<file path="src/rtl/dcache_controller_if.sv">
`default_nettype none
// ============================================================================
// Module      : dcache_controller_if
// Description : Bundles the CPU load/store signals and the block memory bus
//               of the data cache controller.
//               slave  - cache controller view (CPU requests and memory
//                        responses in; load data, stall, block requests out)
//               master - environment view (CPU plus memory)
// Signals     : READ, WRITE, ADDRESS[7:0], WRITEDATA[7:0], READDATA[7:0],
//               BUSYWAIT, MEM_READ, MEM_WRITE, MEM_ADDRESS[5:0],
//               MEM_WRITEDATA[31:0], MEM_READDATA[31:0], MEM_BUSYWAIT
// Revision    : 1.0 - initial release
// ============================================================================
interface dcache_controller_if;
    logic        READ;
    logic        WRITE;
    logic [7:0]  ADDRESS;
    logic [7:0]  WRITEDATA;
    logic [7:0]  READDATA;
    logic        BUSYWAIT;
    logic        MEM_READ;
    logic        MEM_WRITE;
    logic [5:0]  MEM_ADDRESS;
    logic [31:0] MEM_WRITEDATA;
    logic [31:0] MEM_READDATA;
    logic        MEM_BUSYWAIT;

    modport slave (
        input  READ, WRITE, ADDRESS, WRITEDATA, MEM_READDATA, MEM_BUSYWAIT,
        output READDATA, BUSYWAIT, MEM_READ, MEM_WRITE, MEM_ADDRESS,
               MEM_WRITEDATA
    );

    modport master (
        output READ, WRITE, ADDRESS, WRITEDATA, MEM_READDATA, MEM_BUSYWAIT,
        input  READDATA, BUSYWAIT, MEM_READ, MEM_WRITE, MEM_ADDRESS,
               MEM_WRITEDATA
    );
endinterface
`default_nettype wire

</file>
<file path="src/rtl/dcache_controller.sv">
`default_nettype none
// ============================================================================
// Module      : dcache_controller
// Description : Direct-mapped, write-back, write-allocate data cache with
//               8 lines of 4 bytes. Hits complete with no stall; misses run
//               an optional block write-back followed by a block refill while
//               BUSYWAIT freezes the CPU.
// Ports       : CLK   - clock, all state changes on posedge
//               RESET - synchronous active-high, clears valid/dirty and FSM
//               bus   - dcache_controller_if.slave (CPU side + memory side)
// Revision    : 1.0 - initial release
// ============================================================================
module dcache_controller (
    input  wire logic          CLK,
    input  wire logic          RESET,
    dcache_controller_if.slave bus
);

    typedef enum logic [1:0] {
        IDLE      = 2'd0,
        WRITEBACK = 2'd1,
        REFILL    = 2'd2,
        UPDATE    = 2'd3
    } state_t;

    state_t      r_state;
    logic [7:0]  r_valid;
    logic [7:0]  r_dirty;
    logic [2:0]  r_tag  [8];
    logic [31:0] r_data [8];
    logic [31:0] r_refill;
    logic        r_mem_read;
    logic        r_mem_write;
    logic [5:0]  r_mem_address;
    logic [31:0] r_mem_writedata;

    logic [2:0]  w_tag;
    logic [2:0]  w_index;
    logic [1:0]  w_offset;
    logic        w_req;
    logic        w_hit;
    logic        w_write_hit;
    logic [31:0] w_line;
    logic [7:0]  w_byte;

    assign w_tag    = bus.ADDRESS[7:5];
    assign w_index  = bus.ADDRESS[4:2];
    assign w_offset = bus.ADDRESS[1:0];
    assign w_req    = bus.READ | bus.WRITE;
    assign w_hit    = r_valid[w_index] && (r_tag[w_index] == w_tag);
    assign w_line   = r_data[w_index];

    // A store wins over a load when both are requested.
    assign w_write_hit = (r_state == IDLE) && bus.WRITE && w_hit;

    always_comb begin
        w_byte = 8'h00;
        case (w_offset)
            2'd0: w_byte = w_line[7:0];
            2'd1: w_byte = w_line[15:8];
            2'd2: w_byte = w_line[23:16];
            2'd3: w_byte = w_line[31:24];
            default: w_byte = 8'h00;
        endcase
    end

    assign bus.READDATA      = (bus.READ && w_hit && (r_state == IDLE)) ? w_byte : 8'h00;
    // The miss stall must appear in the same cycle as the request, so the
    // IDLE term is combinational; every other state stalls unconditionally.
    assign bus.BUSYWAIT      = (r_state != IDLE) || (w_req && !w_hit);
    assign bus.MEM_READ      = r_mem_read;
    assign bus.MEM_WRITE     = r_mem_write;
    assign bus.MEM_ADDRESS   = r_mem_address;
    assign bus.MEM_WRITEDATA = r_mem_writedata;

    // Controller FSM. Memory request outputs are registered and set up on the
    // transition into the state that owns them, so they are valid for every
    // cycle of WRITEBACK/REFILL and drop the cycle after leaving.
    always_ff @(posedge CLK) begin
        if (RESET) begin
            r_state         <= IDLE;
            r_valid         <= 8'h00;
            r_dirty         <= 8'h00;
            r_refill        <= 32'h0;
            r_mem_read      <= 1'b0;
            r_mem_write     <= 1'b0;
            r_mem_address   <= 6'h00;
            r_mem_writedata <= 32'h0;
        end else begin
            case (r_state)
                IDLE: begin
                    if (w_req) begin
                        if (w_hit) begin
                            if (bus.WRITE) begin
                                r_dirty[w_index] <= 1'b1;
                            end
                        end else if (r_dirty[w_index]) begin
                            r_state         <= WRITEBACK;
                            r_mem_write     <= 1'b1;
                            r_mem_address   <= {r_tag[w_index], w_index};
                            r_mem_writedata <= w_line;
                        end else begin
                            r_state       <= REFILL;
                            r_mem_read    <= 1'b1;
                            r_mem_address <= bus.ADDRESS[7:2];
                        end
                    end
                end
                WRITEBACK: begin
                    if (!bus.MEM_BUSYWAIT) begin
                        r_state       <= REFILL;
                        r_mem_write   <= 1'b0;
                        r_mem_read    <= 1'b1;
                        r_mem_address <= bus.ADDRESS[7:2];
                    end
                end
                REFILL: begin
                    if (!bus.MEM_BUSYWAIT) begin
                        r_state    <= UPDATE;
                        r_mem_read <= 1'b0;
                        r_refill   <= bus.MEM_READDATA;
                    end
                end
                UPDATE: begin
                    r_state          <= IDLE;
                    r_valid[w_index] <= 1'b1;
                    r_dirty[w_index] <= 1'b0;
                end
                default: r_state <= IDLE;
            endcase
        end
    end

    // Line storage. Tags and data have no reset; only valid/dirty qualify
    // them. An edge carrying RESET writes nothing, so an aborted refill never
    // reaches the array.
    always_ff @(posedge CLK) begin
        if (!RESET) begin
            if (r_state == UPDATE) begin
                r_data[w_index] <= r_refill;
                r_tag[w_index]  <= w_tag;
            end else if (w_write_hit) begin
                r_data[w_index][{w_offset, 3'b000} +: 8] <= bus.WRITEDATA;
            end
        end
    end

endmodule
`default_nettype wire

</file>
<file path="src/flat_wrapper.sv">
// flat-port wrapper written by rule: the top's interface ports become plain ports
module dcache_controller_flat 
  (CLK, RESET, bus_READ, bus_WRITE, bus_ADDRESS, bus_WRITEDATA, bus_MEM_READDATA, bus_MEM_BUSYWAIT, bus_READDATA, bus_BUSYWAIT, bus_MEM_READ, bus_MEM_WRITE, bus_MEM_ADDRESS, bus_MEM_WRITEDATA);
  dcache_controller_if bus_i ();
  input  wire logic CLK;
  input  wire logic RESET;
  input wire logic [$bits(bus_i.READ)-1:0] bus_READ;
  input wire logic [$bits(bus_i.WRITE)-1:0] bus_WRITE;
  input wire logic [$bits(bus_i.ADDRESS)-1:0] bus_ADDRESS;
  input wire logic [$bits(bus_i.WRITEDATA)-1:0] bus_WRITEDATA;
  input wire logic [$bits(bus_i.MEM_READDATA)-1:0] bus_MEM_READDATA;
  input wire logic [$bits(bus_i.MEM_BUSYWAIT)-1:0] bus_MEM_BUSYWAIT;
  output wire logic [$bits(bus_i.READDATA)-1:0] bus_READDATA;
  output wire logic [$bits(bus_i.BUSYWAIT)-1:0] bus_BUSYWAIT;
  output wire logic [$bits(bus_i.MEM_READ)-1:0] bus_MEM_READ;
  output wire logic [$bits(bus_i.MEM_WRITE)-1:0] bus_MEM_WRITE;
  output wire logic [$bits(bus_i.MEM_ADDRESS)-1:0] bus_MEM_ADDRESS;
  output wire logic [$bits(bus_i.MEM_WRITEDATA)-1:0] bus_MEM_WRITEDATA;
  assign bus_i.READ = bus_READ;
  assign bus_i.WRITE = bus_WRITE;
  assign bus_i.ADDRESS = bus_ADDRESS;
  assign bus_i.WRITEDATA = bus_WRITEDATA;
  assign bus_i.MEM_READDATA = bus_MEM_READDATA;
  assign bus_i.MEM_BUSYWAIT = bus_MEM_BUSYWAIT;
  assign bus_READDATA = bus_i.READDATA;
  assign bus_BUSYWAIT = bus_i.BUSYWAIT;
  assign bus_MEM_READ = bus_i.MEM_READ;
  assign bus_MEM_WRITE = bus_i.MEM_WRITE;
  assign bus_MEM_ADDRESS = bus_i.MEM_ADDRESS;
  assign bus_MEM_WRITEDATA = bus_i.MEM_WRITEDATA;
  dcache_controller u_core (.CLK(CLK), .RESET(RESET), .bus(bus_i));
endmodule
</file>
<file path="config.mk">
export PLATFORM = sky130hd
export DESIGN_NAME = dcache_controller_flat
export DESIGN_NICKNAME = d
export VERILOG_FILES = /design/src/rtl/dcache_controller_if.sv /design/src/rtl/dcache_controller.sv /design/src/flat_wrapper.sv
export SDC_FILE = /design/constraint.sdc
export NUM_CORES = 1
export LEC_CHECK = 0
export CAP_MARGIN = 20
export CORE_ASPECT_RATIO = 1.75
export CORE_MARGIN = 1.5
export CORE_UTILIZATION = 50
export DETAILED_ROUTE_END_ITERATION = 10
export PLACE_DENSITY = 0.72
export SLEW_MARGIN = 5
export SYNTH_ARGS = -nofsm -noshare
export SYNTH_HDL_FRONTEND = slang
export SYNTH_SLANG_ARGS = --single-unit
</file>
<file path="constraint.sdc">
create_clock -name CLK -period 3 [get_ports CLK]
set_input_delay 0.6 -clock CLK [delete_from_list [all_inputs] [get_ports CLK]]
set_output_delay 0.6 -clock CLK [all_outputs]
set_load 0.02 [all_outputs]
</file>
==> metrics.md <==
| Metric | Value |
|---|---|
| Status | finished with violations |
| Failing checks | setup timing |
| Most area-consuming cells after synthesis | edfxtp_1 53%, dfxtp_1 11%, mux2i_1 5.8% |
| Placed inst area | 19100 sq um |
| Endpoint kind of the worst setup timing path | output pin |
| Delay of the slowest critical-path stage | 0.66 ns |
| Util after Layout | 69.5% |
| Clock skew | 0.0188 ns |
| Largest family of logic cells by synthesized area | compound AO/OA/AOI/OAI gates |
| Mapped cell area | 15700 sq um |
| VDD IR-drop max | 451 uV |
| Root Driver | clkbuf_16 |
| CP most frequent cell | buf_12 |
| Fin. Hold Viols | 0 |
| Final period utilization | 110% |
| # setup viols final | 8 |
| Initial DRC count | 1281 |
| DRC Markers | 0 |
| Total grt overflow | 0 |
| Commonest non-fill, non-tap cells in the layout | 280 x edfxtp_1, 257 x buf_4, 171 x nand2_1, 90 x dfxtp_1, 87 x clkdlybuf4s50_1 |
| CTS tree | done |
| Die ar. | 32600 sq um |
| Port Buffers | 101 |
| Drt via density | 6.04 |
| Fmax | 302 MHz |
| Nets | 1614 |
| Worst EP required | 2.40 ns |
| Worst skew pair latency | 0.54 ns |
| Max_cap viols | 0 |
| Synth-to-layout area growth | 36.1% |
| Total wire length | 48.0 mm |
| Worst Hold Class | flop to flop |
| Post-Syn Area per Cell | 13.1 sq um |
| CP max-delay cell | a222oi_1 |
| Die width | 137 microns |
| CP max FO | 8 |
| Critical setup path kind | input port to output pin |
| CTS Buffer Depth | 3 |
| Crit path cell chain | buf_12 -> buf_12 -> buf_8 -> mux2_4 -> a221oi_4 -> o22ai_2 -> a222oi_1 -> a211oi_2 -> buf_4 |
| Async SR Flop Fraction | 0% |
| First-pass GRT wire length | 70.2 mm |
| Synth cell types | 64 |
| Cts bufs inserted | 34 |
| I/O pins | 102 |
| Post-route ant nets | 0 |
| Die Span Y | 238 microns |
| Worst-Margin Slew | 0.830 ns |
| Final WS setup | -0.306 ns |
| ANT cells | 0 |
| Drt first pass iters | 6 |
| Dpl ws | -0.857 ns |
| WL/cell | 24.4 microns |
| Worst slew margin | 44.7% |
| Slew Viols, Final | 0 |
| Period minus WS final | 3.31 ns |
| Post-synth top area share | 53.4% |
| Worst Hold Path Cells | 2 |
| Post-synthesis mux area share | 10.6% |
| Syn Inst Count | 1205 |
| Number of synthesized register bits | 370 |
| Core ar. | 30800 sq um |
| Clock Pin Slew Worst Setup and Hold Paths | 0.06 ns |
| Leakage power | 0.00788 uW |
| DP HPWL | 33.3 mm |
| Critical path arrival | 2.71 ns |
| Compound-cell area share of the yosys netlist | 10.6% |
| Gpl congestion | 0.968 |
| Commonest non-fill, non-tap cell in the layout | edfxtp_1 |
| Initial Util | 51.1% |
| Share of layout cells above drive strength 1 | 34.7% |
| Yosys warnings | 0 |
| Row count | 85 |
| Xor and xnor area share after synthesis | 0% |
| Unrepaired setup endpoints after global routing | true |
| Synth Flop Type | edfxtp_1 |
| Adder-cell area share of the yosys netlist | 0.715% |
| Post-synth EDFFs | 280 |
| Power per cell area | 590 nW/um^2 |
| Post-Synth Simple-Gate Area | 9.86% |
| H-tree depth | 2 |
| Post-synth net total | 1267 |
| Initial antenna violation count | 0 |
| Clk sinks | 370 |
| CP Launch Type | input port |
| Total negative slack | -1.35 ns |
| Vias in the first global route | 11900 |
| Vias | 11900 |
| Sequential share of the synthesized area | 64.8% |
| Largest net degree at the start of global routing | 64 |
| Gr usage total | 29.6% |
| Reg2Reg Depth | 10 |
| Post-route cell area | 21400 sq um |
| Largest area contributor in the netlist | edfxtp_1 |
[layout make-up]
type	instances	area [sq um]
fill	2028	9420
clock inverter	17	290
multi-input combinational	713	5720
tap	391	489
clock buffer	44	972
inverter	39	150
timing repair buffer	394	3590
sequential	370	10200
[registers in the layout, indices dropped and copies added, names as in the netlist, named ones only]
register,cells
u_core.bus.MEM_ADDRESS,6
u_core.bus.MEM_READ,1
u_core.bus.MEM_WRITE,1
u_core.bus.MEM_WRITEDATA,32
u_core.r_data,256
u_core.r_refill,32
u_core.r_state,2
u_core.r_tag,24
u_core.r_valid,8
[critical path: cells and delay by family]
kind | cells | cell delay [ns]
AO/OA/AOI/OAI | 4 | 1.22
buffers and inverters | 4 | 0.56
multiplexers | 1 | 0.30
[through the flow]
step                std cells  power (uW)  hold slack [ns]
global route             1968       13000            0.467
detailed placement       1871        7650            0.441
CTS                      1959       12600            0.456
finish                   1968       12600            0.455
global placement         1871        7620            0.433
floorplan                1205        6800            0.426
[kinds of logic after synthesis]
family | after synthesis
AO/OA/AOI/OAI | 224
AND/OR/NAND/NOR | 334
multiplexers | 146
flip-flops | 370
buffers and inverters | 122
adder cells (fa/ha/maj) | 9
[per-layer routing]
metal	share of wire (%)	up-vias	GRT usage, %
li1	-	5255	-
met1	34	5728	33.1
met2	52	726	52.6
met3	7.9	186	4.67
met4	6.6	0	16.9
met5	0	-	0
[cell usage after synthesis, types with 16 or more instances]
| cell type | number |
|---|---|
| dfxtp_1 | 90 |
| a221oi_1 | 43 |
| nor2_1 | 42 |
| a21oi_1 | 39 |
| mux2i_1 | 92 |
| clkbuf_1 | 47 |
| a22oi_1 | 24 |
| nor2b_1 | 17 |
| edfxtp_1 | 280 |
| nor3_1 | 35 |
| mux2_2 | 41 |
| buf_2 | 17 |
| o22ai_1 | 16 |
| nand2_1 | 179 |
| inv_1 | 36 |
[path summary, 6_finish.rpt]
check	start	endpoint	slack [ns]
setup / recovery	bus_ADDRESS[4]	bus_READDATA[5]	-0.31
hold reg to reg	u_core.r_refill[21]$_SDFFE_PP0P_	u_core.r_refill[21]$_SDFFE_PP0P_	0.45
hold / removal	u_core.r_refill[21]$_SDFFE_PP0P_	u_core.r_refill[21]$_SDFFE_PP0P_	0.45
setup reg to reg	u_core.r_tag[5][0]$_DFFE_PP_	u_core.r_data[1][16]$_DFFE_PP_	0.21
[power breakdown]
group / switching, uW / internal, uW / total [uW]
Sequential: 78.3 / 5690 / 5770
Combinational: 1100 / 891 / 1990
Clock: 1890 / 2990 / 4880
[repair_timing]
action / CTS / global route
resized for setup: 147 / 62
pin swaps: 36 / 27
gates cloned: 2 / 1
setup buffers: 29 / 9
endpoints found under the setup margin: 236 / 193
hold buffers: 0 / 0
Note: power is estimated with default switching activity, not from simulation.
